==> config.mk <==
export PLATFORM = sky130hd
export DESIGN_NAME = sample_rom_fetch_flat
export DESIGN_NICKNAME = d
export VERILOG_FILES = /design/src/rtl/sample_rom_fetch_pkg.sv /design/src/rtl/sample_rom_fetch_if.sv /design/src/rtl/sample_word_cache.sv /design/src/rtl/sample_rom_fetch.sv /design/src/flat_wrapper.sv
export SDC_FILE = /design/constraint.sdc
export NUM_CORES = 1
export LEC_CHECK = 0
export ABC_AREA = 1
export ABC_CLOCK_PERIOD_IN_PS = 2300
export BUFFER_PORTS_ARGS = -buffer_cell sky130_fd_sc_hd__buf_2
export CAP_MARGIN = 10
export CORE_UTILIZATION = 51
export CTS_CLUSTER_DIAMETER = 200
export DETAILED_ROUTE_END_ITERATION = 16
export PLACE_DENSITY = 0.83
export SLEW_MARGIN = 20
export SYNTH_ARGS = -nofsm -noshare
export SYNTH_HDL_FRONTEND = slang
export SYNTH_HIERARCHICAL = 1
export SYNTH_SLANG_ARGS = --single-unit
==> constraint.sdc <==
create_clock -name CLK_32M -period 2.3 [get_ports CLK_32M]
set_clock_uncertainty 0.2 [all_clocks]
set_input_delay 0.23 -clock CLK_32M [delete_from_list [all_inputs] [get_ports CLK_32M]]
set_output_delay 0.23 -clock CLK_32M [all_outputs]
set_load 0.02 [all_outputs]
==> src/rtl/sample_rom_fetch_pkg.sv <==
// -----------------------------------------------------------------------------
// sample_rom_fetch_pkg
// Shared definitions for the sample ROM fetch block:
//   - fetch_state_e : request FSM states (IDLE, ISSUE, WAIT)
//   - RESET_BYTE    : byte presented to the DAC path while nothing is valid
//   - ADDR_W_DEF    : default ROM byte-address width (bank bits + 16)
//   - word_byte()   : picks the byte of a 16-bit word for an even/odd address
// -----------------------------------------------------------------------------
package sample_rom_fetch_pkg;

  localparam int         ADDR_W_DEF = 18;
  localparam logic [7:0] RESET_BYTE = 8'h80;

  typedef enum logic [1:0] {
    IDLE  = 2'd0,
    ISSUE = 2'd1,
    WAIT  = 2'd2
  } fetch_state_e;

  // Low byte of the word holds the even address.
  function automatic logic [7:0] word_byte(input logic [15:0] word, input logic odd);
    return odd ? word[15:8] : word[7:0];
  endfunction

endpackage

==> src/rtl/sample_rom_fetch_if.sv <==
// -----------------------------------------------------------------------------
// sample_rom_fetch_if
// Word-fetch port between the sample fetcher and the SDRAM arbiter.
//   rom_addr : 16-bit-word address (ADDR_W-1 bits)
//   rom_req  : toggles once per requested word
//   rom_ack  : toggles back to equal rom_req when the word is delivered
//   rom_data : word data, valid in the cycle rom_ack matches rom_req
// Modports: master = fetcher side, slave = SDRAM side.
// -----------------------------------------------------------------------------
interface sample_rom_fetch_if
  import sample_rom_fetch_pkg::*;
#(
  parameter int ADDR_W = ADDR_W_DEF
) ();

  logic [ADDR_W-2:0] rom_addr;
  logic              rom_req;
  logic              rom_ack;
  logic [15:0]       rom_data;

  modport master (output rom_addr, output rom_req, input rom_ack, input rom_data);
  modport slave  (input rom_addr, input rom_req, output rom_ack, output rom_data);

endinterface

==> src/rtl/sample_word_cache.sv <==
// -----------------------------------------------------------------------------
// sample_word_cache
// One cached ROM word: tag (word address), data word, valid flag and the
// even/odd byte select for the current byte address.
// Ports:
//   clk_i, rst_ni  : clock, asynchronous active-low reset (clears valid only)
//   load_i         : write load_tag_i/load_word_i into the entry, set valid
//   byte_sel_i     : current byte address bit 0
//   valid_o, tag_o : entry state, compared against lookups by the parent
//   byte_o         : selected byte of the cached word
// -----------------------------------------------------------------------------
module sample_word_cache
  import sample_rom_fetch_pkg::*;
#(
  parameter int TAG_W = ADDR_W_DEF - 1
) (
  input  logic             clk_i,
  input  logic             rst_ni,
  input  logic             load_i,
  input  logic [TAG_W-1:0] load_tag_i,
  input  logic [15:0]      load_word_i,
  input  logic             byte_sel_i,
  output logic             valid_o,
  output logic [TAG_W-1:0] tag_o,
  output logic [7:0]       byte_o
);

  logic             valid_q;
  logic [TAG_W-1:0] tag_q;
  logic [15:0]      word_q;

  always_ff @(posedge clk_i or negedge rst_ni) begin
    if (!rst_ni) begin
      valid_q <= 1'b0;
    end else if (load_i) begin
      valid_q <= 1'b1;
    end
  end

  // Tag and word are only meaningful while valid_q is set, so they carry no reset.
  always_ff @(posedge clk_i) begin
    if (load_i) begin
      tag_q  <= load_tag_i;
      word_q <= load_word_i;
    end
  end

  assign valid_o = valid_q;
  assign tag_o   = tag_q;
  assign byte_o  = word_byte(word_q, byte_sel_i);

endmodule

==> src/rtl/sample_rom_fetch.sv <==
// -----------------------------------------------------------------------------
// sample_rom_fetch
// Streams sample bytes from a 16-bit-wide SDRAM ROM to an 8-bit MCU.
// The MCU loads a 16-bit byte address lane by lane and pulses sample_inc
// after consuming each byte; the block keeps the addressed word cached and
// refetches over a toggle handshake on a miss.
// Ports:
//   CLK_32M         : clock
//   reset_n         : asynchronous active-low reset
//   sample_addr_wr  : lane load strobes (bit0 -> addr[7:0], bit1 -> addr[15:8])
//   sample_addr     : address value for the flagged lanes
//   sample_inc      : advance the byte address by one (wraps at 16 bits)
//   sample_bank     : upper ROM address bits
//   sample_rom_data : byte at the current address (registered)
//   sample_valid    : sample_rom_data belongs to the current address
//   rom             : word-fetch port (sample_rom_fetch_if.master)
// Build option: define SAMPLE_PREFETCH_EN to add a second cache entry that
// prefetches the following word while the MCU reads the odd byte.
// -----------------------------------------------------------------------------
module sample_rom_fetch
  import sample_rom_fetch_pkg::*;
#(
  parameter int ADDR_W = ADDR_W_DEF,
  parameter int BANK_W = ADDR_W - 16
) (
  input  logic                  CLK_32M,
  input  logic                  reset_n,
  input  logic [1:0]            sample_addr_wr,
  input  logic [15:0]           sample_addr,
  input  logic                  sample_inc,
  input  logic [BANK_W-1:0]     sample_bank,
  output logic [7:0]            sample_rom_data,
  output logic                  sample_valid,
  sample_rom_fetch_if.master    rom
);

  localparam int TAG_W = ADDR_W - 1;

  fetch_state_e     state_q, state_d;
  logic [15:0]      cur_addr_q, cur_addr_d;
  logic             rom_req_q, rom_req_d;
  logic [TAG_W-1:0] rom_addr_q, rom_addr_d;
  logic             pf_q, pf_d;
  logic             valid_q;
  logic [7:0]       data_q;

  logic [TAG_W-1:0] cur_tag, issue_tag;
  logic             ack_match, fill, miss, pf_want, bypass, hit_any;
  logic [7:0]       byte_any, byte_rom;

  logic             e0_valid, e0_load, hit0;
  logic [TAG_W-1:0] e0_tag;
  logic [7:0]       e0_byte;
  logic             hit1;
  logic [7:0]       e1_byte;

  // Address register: a lane write wins over a same-cycle increment.
  always_comb begin
    cur_addr_d = cur_addr_q;
    if (sample_addr_wr != 2'b00) begin
      if (sample_addr_wr[0]) cur_addr_d[7:0]  = sample_addr[7:0];
      if (sample_addr_wr[1]) cur_addr_d[15:8] = sample_addr[15:8];
    end else if (sample_inc) begin
      cur_addr_d = cur_addr_q + 16'd1;
    end
  end

  assign cur_tag   = {sample_bank, cur_addr_q[15:1]};
  assign ack_match = (rom.rom_ack == rom_req_q);
  assign fill      = (state_q == WAIT) && ack_match;
  assign hit0      = e0_valid && (e0_tag == cur_tag);
  assign miss      = !(hit0 || hit1);

  // Forward the arriving word straight to the output register so the fill
  // costs only one data-register cycle after the ack.
  assign byte_rom = word_byte(rom.rom_data, cur_addr_q[0]);
  assign bypass   = fill && (rom_addr_q == cur_tag);
  assign hit_any  = bypass || hit0 || hit1;
  assign byte_any = bypass ? byte_rom : (hit0 ? e0_byte : e1_byte);

  sample_word_cache #(.TAG_W(TAG_W)) u_entry0 (
    .clk_i       (CLK_32M),
    .rst_ni      (reset_n),
    .load_i      (e0_load),
    .load_tag_i  (rom_addr_q),
    .load_word_i (rom.rom_data),
    .byte_sel_i  (cur_addr_q[0]),
    .valid_o     (e0_valid),
    .tag_o       (e0_tag),
    .byte_o      (e0_byte)
  );

`ifdef SAMPLE_PREFETCH_EN
  // Whichever entry holds the current word is the primary; the other one
  // receives the prefetch. A crossing into the prefetched word therefore
  // promotes it simply by hitting, with no copy and no valid gap.
  logic             fill_slot_q, fill_slot_d;
  logic [TAG_W-1:0] next_tag;
  logic             e1_valid, e1_load;
  logic [TAG_W-1:0] e1_tag;

  assign next_tag  = {sample_bank, cur_addr_q[15:1] + 15'd1};
  assign hit1      = e1_valid && (e1_tag == cur_tag);
  assign pf_want   = cur_addr_q[0]
                     && !(e0_valid && (e0_tag == next_tag))
                     && !(e1_valid && (e1_tag == next_tag));
  assign issue_tag = (pf_q && !miss) ? next_tag : cur_tag;
  assign e0_load   = fill && !fill_slot_q;
  assign e1_load   = fill && fill_slot_q;

  always_comb begin
    fill_slot_d = fill_slot_q;
    if (state_q == ISSUE) begin
      fill_slot_d = (pf_q && !miss) ? hit0 : 1'b0;
    end
  end

  always_ff @(posedge CLK_32M or negedge reset_n) begin
    if (!reset_n) begin
      fill_slot_q <= 1'b0;
    end else begin
      fill_slot_q <= fill_slot_d;
    end
  end

  sample_word_cache #(.TAG_W(TAG_W)) u_entry1 (
    .clk_i       (CLK_32M),
    .rst_ni      (reset_n),
    .load_i      (e1_load),
    .load_tag_i  (rom_addr_q),
    .load_word_i (rom.rom_data),
    .byte_sel_i  (cur_addr_q[0]),
    .valid_o     (e1_valid),
    .tag_o       (e1_tag),
    .byte_o      (e1_byte)
  );
`else
  assign hit1      = 1'b0;
  assign e1_byte   = 8'h00;
  assign pf_want   = 1'b0;
  assign issue_tag = cur_tag;
  assign e0_load   = fill;
`endif

  // Request FSM. A new request only leaves IDLE once rom_ack matches rom_req,
  // which also absorbs an ack still owed from a request abandoned by reset.
  always_comb begin
    state_d    = state_q;
    rom_req_d  = rom_req_q;
    rom_addr_d = rom_addr_q;
    pf_d       = pf_q;
    case (state_q)
      IDLE: begin
        if (ack_match) begin
          if (miss) begin
            state_d = ISSUE;
            pf_d    = 1'b0;
          end else if (pf_want) begin
            state_d = ISSUE;
            pf_d    = 1'b1;
          end
        end
      end
      ISSUE: begin
        // A demand miss that appeared since IDLE overrides a planned prefetch.
        rom_addr_d = issue_tag;
        rom_req_d  = ~rom_req_q;
        pf_d       = pf_q && !miss;
        state_d    = WAIT;
      end
      WAIT: begin
        if (ack_match) begin
          // A demand word that went stale while in flight is kept in the
          // cache but refetched for the address the MCU has moved to.
          state_d = (!pf_q && (rom_addr_q != cur_tag)) ? ISSUE : IDLE;
        end
      end
      default: state_d = IDLE;
    endcase
  end

  always_ff @(posedge CLK_32M or negedge reset_n) begin
    if (!reset_n) begin
      state_q    <= IDLE;
      cur_addr_q <= 16'h0000;
      rom_req_q  <= 1'b0;
      rom_addr_q <= '0;
      pf_q       <= 1'b0;
      valid_q    <= 1'b0;
      data_q     <= RESET_BYTE;
    end else begin
      state_q    <= state_d;
      cur_addr_q <= cur_addr_d;
      rom_req_q  <= rom_req_d;
      rom_addr_q <= rom_addr_d;
      pf_q       <= pf_d;
      valid_q    <= hit_any;
      // Hold the last good byte while invalid; the MCU reads what is present.
      if (hit_any) begin
        data_q <= byte_any;
      end
    end
  end

  assign rom.rom_addr    = rom_addr_q;
  assign rom.rom_req     = rom_req_q;
  assign sample_rom_data = data_q;
  assign sample_valid    = valid_q;

endmodule

==> src/flat_wrapper.sv <==
// flat-port wrapper written by rule: the top's interface ports become plain ports
module sample_rom_fetch_flat import sample_rom_fetch_pkg::*;
#(
  parameter int ADDR_W = ADDR_W_DEF,
  parameter int BANK_W = ADDR_W - 16
)
  (CLK_32M, reset_n, sample_addr_wr, sample_addr, sample_inc, sample_bank, sample_rom_data, sample_valid, rom_rom_addr, rom_rom_req, rom_rom_ack, rom_rom_data);
  sample_rom_fetch_if #(.ADDR_W(ADDR_W)) rom_i ();
  input  logic CLK_32M;
  input  logic reset_n;
  input  logic [1:0] sample_addr_wr;
  input  logic [15:0] sample_addr;
  input  logic sample_inc;
  input  logic [BANK_W-1:0] sample_bank;
  output logic [7:0] sample_rom_data;
  output logic sample_valid;
  output wire logic [$bits(rom_i.rom_addr)-1:0] rom_rom_addr;
  output wire logic [$bits(rom_i.rom_req)-1:0] rom_rom_req;
  input wire logic [$bits(rom_i.rom_ack)-1:0] rom_rom_ack;
  input wire logic [$bits(rom_i.rom_data)-1:0] rom_rom_data;
  assign rom_rom_addr = rom_i.rom_addr;
  assign rom_rom_req = rom_i.rom_req;
  assign rom_i.rom_ack = rom_rom_ack;
  assign rom_i.rom_data = rom_rom_data;
  sample_rom_fetch #(.ADDR_W(ADDR_W), .BANK_W(BANK_W)) u_core (.CLK_32M(CLK_32M), .reset_n(reset_n), .sample_addr_wr(sample_addr_wr), .sample_addr(sample_addr), .sample_inc(sample_inc), .sample_bank(sample_bank), .sample_rom_data(sample_rom_data), .sample_valid(sample_valid), .rom(rom_i));
endmodule
# Word level (Yosys, flattened, before mapping)
# Cells that the tools add are included.
[classes]
n_addsub = 1
eq_ne = 11
n_mux = 16
bitwise = 1
n_reduce_logical = 15
[op_table]
columns = ["op", "n"]
rows = [
  ["8-bit 2-to-1 mux", 6],
  ["17-bit equality test", 2],
  ["16-bit 2-to-1 mux", 2],
  ["17-bit inequality test", 1],
  ["16-bit by 1-bit adder with 16-bit output (second input constant)", 1],
  ["2-bit 2-to-1 mux", 3],
  ["2-bit inequality test (second input constant)", 3],
  ["2-bit one-hot mux with 3 select lines", 1],
  ["3-bit AND reduction", 2],
  ["2-bit nonzero test", 3],
  ["1-bit logical AND", 5],
  ["2-bit by 1-bit inequality test with 1-bit output (second input constant)", 2],
  ["2-bit AND reduction", 2],
  ["1-bit 2-to-1 mux", 3],
  ["2-bit by 1-bit equality test with 1-bit output (second input constant)", 1],
  ["2-bit equality test (second input constant)", 1],
  ["2-bit zero test", 1],
  ["1-bit one-hot mux with 2 select lines", 1],
  ["1-bit equality test", 1],
  ["1-bit zero test", 1],
  ["1-bit logical OR", 1],
  ["1-bit NOT", 1],
]
[totals]
ff_bits = 80
output_inout_bits = 27

# Longest topological paths before layout
[logic_depth]
word_depth = 5
ltp_mapped = 11
ltp_nobuf = 10

# Hierarchy
# Netlist, hierarchy kept.
[modules_own_cells]
columns = ["module", "n_inst", "cells_each", "area_per_inst_um2", "seq_area_each_um2"]
rows = [
  ["sample_rom_fetch", 1, 457, 3049.2, 1152.4],
  ["sample_word_cache", 1, 61, 1127.3, 1016.0],
]

# Worst setup path before layout
# Ideal clock, no wire load.
[synth_timing]
path_kind = "flip-flop to flip-flop"
from = "reg u_core.rom_req_q (netlist: u_core/rom.rom_req)"
to = "reg u_core.data_q[0] (netlist: u_core/sample_rom_data[0])"
setup_ps = 126
arrival_ps = 2371
t_required_ps = 1974
setup_slack_ps = -397
path_stages_with_launch = 7
cell_sequence = "dfrtp_1 -> xor2_1 -> nor2_2 -> nand4_4 -> buf_6 -> nand3_1 -> nand3_1"
[synth_via]
elab_chain_len = 4
[synth_lines]
columns = ["element", "line", "rtl"]
rows = [
  ["start, declared", "sample_rom_fetch.sv:41", "logic rom_req_q, rom_req_d;"],
  ["start signal, assigned", "sample_rom_fetch.sv:194", "rom_req_q <= rom_req_d;"],
  ["1-bit equality test (*)", "sample_rom_fetch.sv:69", "assign ack_match = (rom.rom_ack == rom_req_q);"],
  ["1-bit logical AND (*)", "sample_rom_fetch.sv:70", "assign fill = (state_q == WAIT) && ack_match;"],
  ["via u_core.e0_load", "sample_rom_fetch.sv:51", "logic e0_valid, e0_load, hit0;"],
  ["1-bit logical AND (*)", "sample_rom_fetch.sv:77", "assign bypass = fill && (rom_addr_q == cur_tag);"],
  ["8-bit 2-to-1 mux or 1-bit logical OR (tied branches)", "sample_rom_fetch.sv:79, sample_rom_fetch.sv:78", ""],
  ["end signal, assigned", "sample_rom_fetch.sv:200", "data_q <= byte_any;"],
  ["end, declared", "sample_rom_fetch.sv:45", "logic [7:0] data_q;"],
]
# The timed path passes the listed nets; every way through them passes the cells marked *.
# A chain may end at the register's enable or synchronous reset.

# Worst setup path in the final report
[layout_timing]
from = "reg u_core.cur_addr_q[8]"
to = "reg u_core.data_q[6] (netlist: u_core/sample_rom_data[6])"
[layout_via]
elab_chain_len = 4
[layout_lines]
columns = ["element", "line", "rtl"]
rows = [
  ["start, declared", "sample_rom_fetch.sv:40", "logic [15:0] cur_addr_q, cur_addr_d;"],
  ["start signal, assigned", "sample_rom_fetch.sv:193", "cur_addr_q <= cur_addr_d;"],
  ["17-bit equality test", "sample_rom_fetch.sv:71", "assign hit0 = e0_valid && (e0_tag == cur_tag);"],
  ["1-bit logical AND", "sample_rom_fetch.sv:71", ""],
  ["8-bit 2-to-1 mux (2 in series)", "sample_rom_fetch.sv:79", "assign byte_any = bypass ? byte_rom : (hit0 ? e0_byte : e1_byte);"],
]
# Several ways; a longest one is shown, not always the timed one.

==> impl_metrics.py <==
metrics = {
    "clocking": {
        "clock-root-buffer": "clkbuf_8",
        "clock_path_buffers": 2,
        "cts_max_level": 3,
        "clkLatencyLatePin_ns": 0.37,
        "cts.reportedPaths.clkPinSlew_ns": 0.09,
        "cts_tree": "done",
        "cts_buffers": 9,
        "clkSinkCount": 80,
    },
    "pwr": {
        "p_leak_nw": 2.53,
        "clkPwrFrac_pct": 20.0,
        "intPower_mw": 2.90,
        "power_density_nw_per_um2": 959,
        "combPwrFrac_pct": 34.6,
        "p_sw_share_pct": 40.9,
        "p_sw_mw": 2.01,
        "seq_power_share_pct": 45.4,
        "ir_drop_v": 0.000505,
    },
    "route": {
        "vias_per_cell": 5.49,
        "vias": 3991,
        "ant_nets": 0,
        "first_iter_violations": 328,
        "drt_pass1_iterations": 6,
        "drc": 0,
        "wl_mm": 11.4,
        "wl_per_cell_um": 15.6,
    },
    "placement": {
        "placement.io_buffers": 66,
        "hpwl_mm": 7.87,
        "gp_congestion": 0.942,
    },
    "synth": {
        "synth_seq_cells": 80,
        "synth.most_common_cell": "nand2_1",
        "synth_cell_type_count": 34,
        "synth_common_cells": "nand2_1 (188), inv_1 (54), dfrtp_1 (46)",
        "synth_area_sq_um": 4180,
        "synth_largest_area_cell": "dfrtp_1",
        "ys_seq_area_share_pct": 51.9,
        "ys.flop_type": "dfrtp_1",
        "async_reset_ff_share_pct": 58.8,
        "yosysWarnings": 6,
        "synth_edf_count": 33,
        "synth_nets": 559,
        "syn_inst": 518,
        "synthTopCellsByArea": "dfrtp_1 (28%), edfxtp_1 (24%), nand2_1 (17%)",
        "yosys.area.top_type_share_pct": 27.6,
        "synth.avg_cell_area_sq_um": 8.06,
    },
    "sta": {
        "worst_pin_slew_ns": 0.594,
        "relSlewSlack_pct": 60.4,
        "slew_viol_final": 0,
        "finalCritPeriodShare_pct": 93.8,
        "period_needed_ns": 2.16,
        "fmax_mhz": 463,
        "grt_setup_unrepaired": "false",
        "setup_violations": 0,
        "hold_viol": 0,
        "fin_tns_setup_ns": 0,
    },
    "setup_path": {
        "arrival_ns": 2.17,
        "cpLargestDelayFamily": "simple AND/OR/NAND/NOR gates",
        "crit_top_cell": "nand3_1",
        "reg2reg_from": "u_core/cur_addr_q[8]$_DFFE_PN0P_",
        "setup.worst_path.class": "reg2reg",
        "crit_path_end_kind": "register",
        "cpPeakStageDelay_ns": 0.47,
        "critPathBufInv": 0,
        "cp-startpoint": "u_core/cur_addr_q[8]$_DFFE_PN0P_",
        "cp_slowest_cell": "dfrtp_1",
        "critPathRequiredTime_ns": 2.32,
        "cp_cell_sequence": "xnor2_1 -> nand2_1 -> nor2_4 -> nand4_4 -> nand3_1 -> nand3_1",
        "start_kind": "register",
        "path_max_fanout": 17,
    },
    "floorplanning": {
        "core_area_sq_um": 7810,
        "io_pins": 67,
        "fp.dieW_um": 92.5,
        "die_area_sq_um": 8560,
        "start_util_pct": 53.5,
        "rows": 32,
        "fp.dieH_um": 92.5,
    },
    "final_layout": {
        "finish.utilization_pct": 65.6,
        "num_antenna_cells": 0,
        "drive_above_1_share_pct": 18.1,
        "area_growth_pct": 22.6,
        "final_net_count": 661,
    },
    "worst_hold_path": {
        "hp-start": "sample_addr[15]",
        "hp-class": "in2reg",
    },
    "global_routing": {
        "grt_pass1_wl_mm": 18.2,
        "use_met1_pct": 36.2,
        "busiest_layer": "met2",
        "grt_use_total_pct": 28.1,
        "grt_use_met3_pct": 3.61,
        "antenna_found_initial": 0,
        "grt_max_degree": 26,
        "grt_use_met2_pct": 46.9,
        "grt_pass1_vias": 3759,
        "gr-total-overflow": 0,
    },
    "job": {
        "maxCapViolCount": 0,
    },
    "run_status": {
        "outcome": "finished clean",
    },
}
worst paths after layout:
path	to	slack [ns]	cells after the start
min reg2reg	u_core/u_entry0/valid_o$_DFFE_PN0P_	0.30	1
min in group asynchronous	u_core/sample_rom_data[5]$_DFFE_PN0P_	0.20	2
max reg2reg	u_core/sample_rom_data[6]$_DFFE_PN0P_	0.14	6
min	u_core/cur_addr_q[15]$_DFFE_PN0P_	0.01	5
max	u_core/sample_rom_data[6]$_DFFE_PN0P_	0.14	6
max in group asynchronous	u_core/sample_rom_data[7]$_DFFE_PN1P_	1.04	3
repair_timing:
item                                    in CTS  in global routing
setup buffers                                0                  0
endpoints found under the setup margin       0                  0
hold endpoints to repair                    51                  0
resized for setup                            0                  0
hold buffers                                30                  0
tightest hold or removal path: stages:
cell	delay [ns]
buf_2	0.08
nor2_1	0.04
nor2_1	0.09
o21ai_1	0.07
nand2_1	0.05
through the flow:
| stage | setup WS (ns) | hold WS [ns] | total power, mW | instances | instance area [sq um] |
|---|---|---|---|---|---|
| finish | 0.142 | 0.0132 | 4.91 | 727 | 5120 |
| global route | 0.0372 | 0.0283 | 5.22 | 727 | 5120 |
| CTS | 0.278 | 0.0000666 | 4.91 | 727 | 5120 |
| detailed placement | 0.307 | 0.0742 | 3.89 | 681 | 4640 |
| global placement | 0.366 | 0.0784 | 3.80 | 681 | 4640 |
| floorplan | 0.0890 | -0.266 | 3.28 | 518 | 4180 |
placed cells by master (no fill, tap or decap), types with 2 or more instances in the layout:
master         netlist  layout
xnor2_1              8       8
o211ai_1             3       3
o21ai_0             31      31
nor2_2               6       5
inv_6                0       2
a22oi_1              2       2
buf_2                3      66
clkinv_4             0       2
inv_2                8       8
or2_2                3       3
clkbuf_8             0       9
nand2_1            188     188
a21oi_1             10      10
o22ai_1              7       7
a31oi_1              2       2
nor2_4               3       4
inv_1               54      54
clkinvlp_4           0       2
dlygate4sd3_1        0      30
nand4_1             13      13
nand3_1             32      32
dfrtp_1             46      46
clkinv_1             2       2
nor3_1               5       5
nor2_1              35      35
edfxtp_1            33      33
buf_4                2       7
xor2_1               5       5
cells by family after synthesis:
group,synth area share [%]
AOI/OAI and AO/OA,7.85
adders and majority gates,0.300
buffers and inverters,7.55
and+or+nand+nor,29.7
xor gates and xnor gates,2.73
DFF,51.9
power groups by stage:
stage          clock network, mW  registers, mW  logic (mW)
6_report                   0.982           2.23        1.70
5_1_grt                     1.05           2.28        1.88
4_1_cts                     1.00           2.23        1.69
3_5_place_dp                   0           2.26        1.64
3_3_place_gp                   0           2.23        1.57
2_1_floorplan                  0           2.36       0.922
routing by layer:
metal  vias to the layer above  routed length [um]  part of all wire, %
li1                       1882                   -                    -
met1                      1878                4770                   42
met2                       196                5490                   48
met3                        35                 708                  6.2
met4                         0                 391                  3.4
met5                         -                   0                    0
area by class of cell:
cell class	instances	area, sq um
inverter	64	240
clock inverter	7	61.3
multi-input combinational	361	1700
clock buffer	9	124
sequential	80	2170
tap	102	128
timing repair buffer	104	703
fill	641	2690
registers in the layout, summed over array words and instances (netlist names), 2 cells and up:
| name | flops |
|---|---|
| u_core/cur_addr_q | 16 |
| u_core/rom.rom_addr | 17 |
| u_core/sample_rom_data | 8 |
| u_core/state_q | 2 |
| u_core/u_entry0/tag_o | 17 |
| u_core/u_entry0/word_q | 16 |
Note: power is estimated with default switching activity, not from simulation.
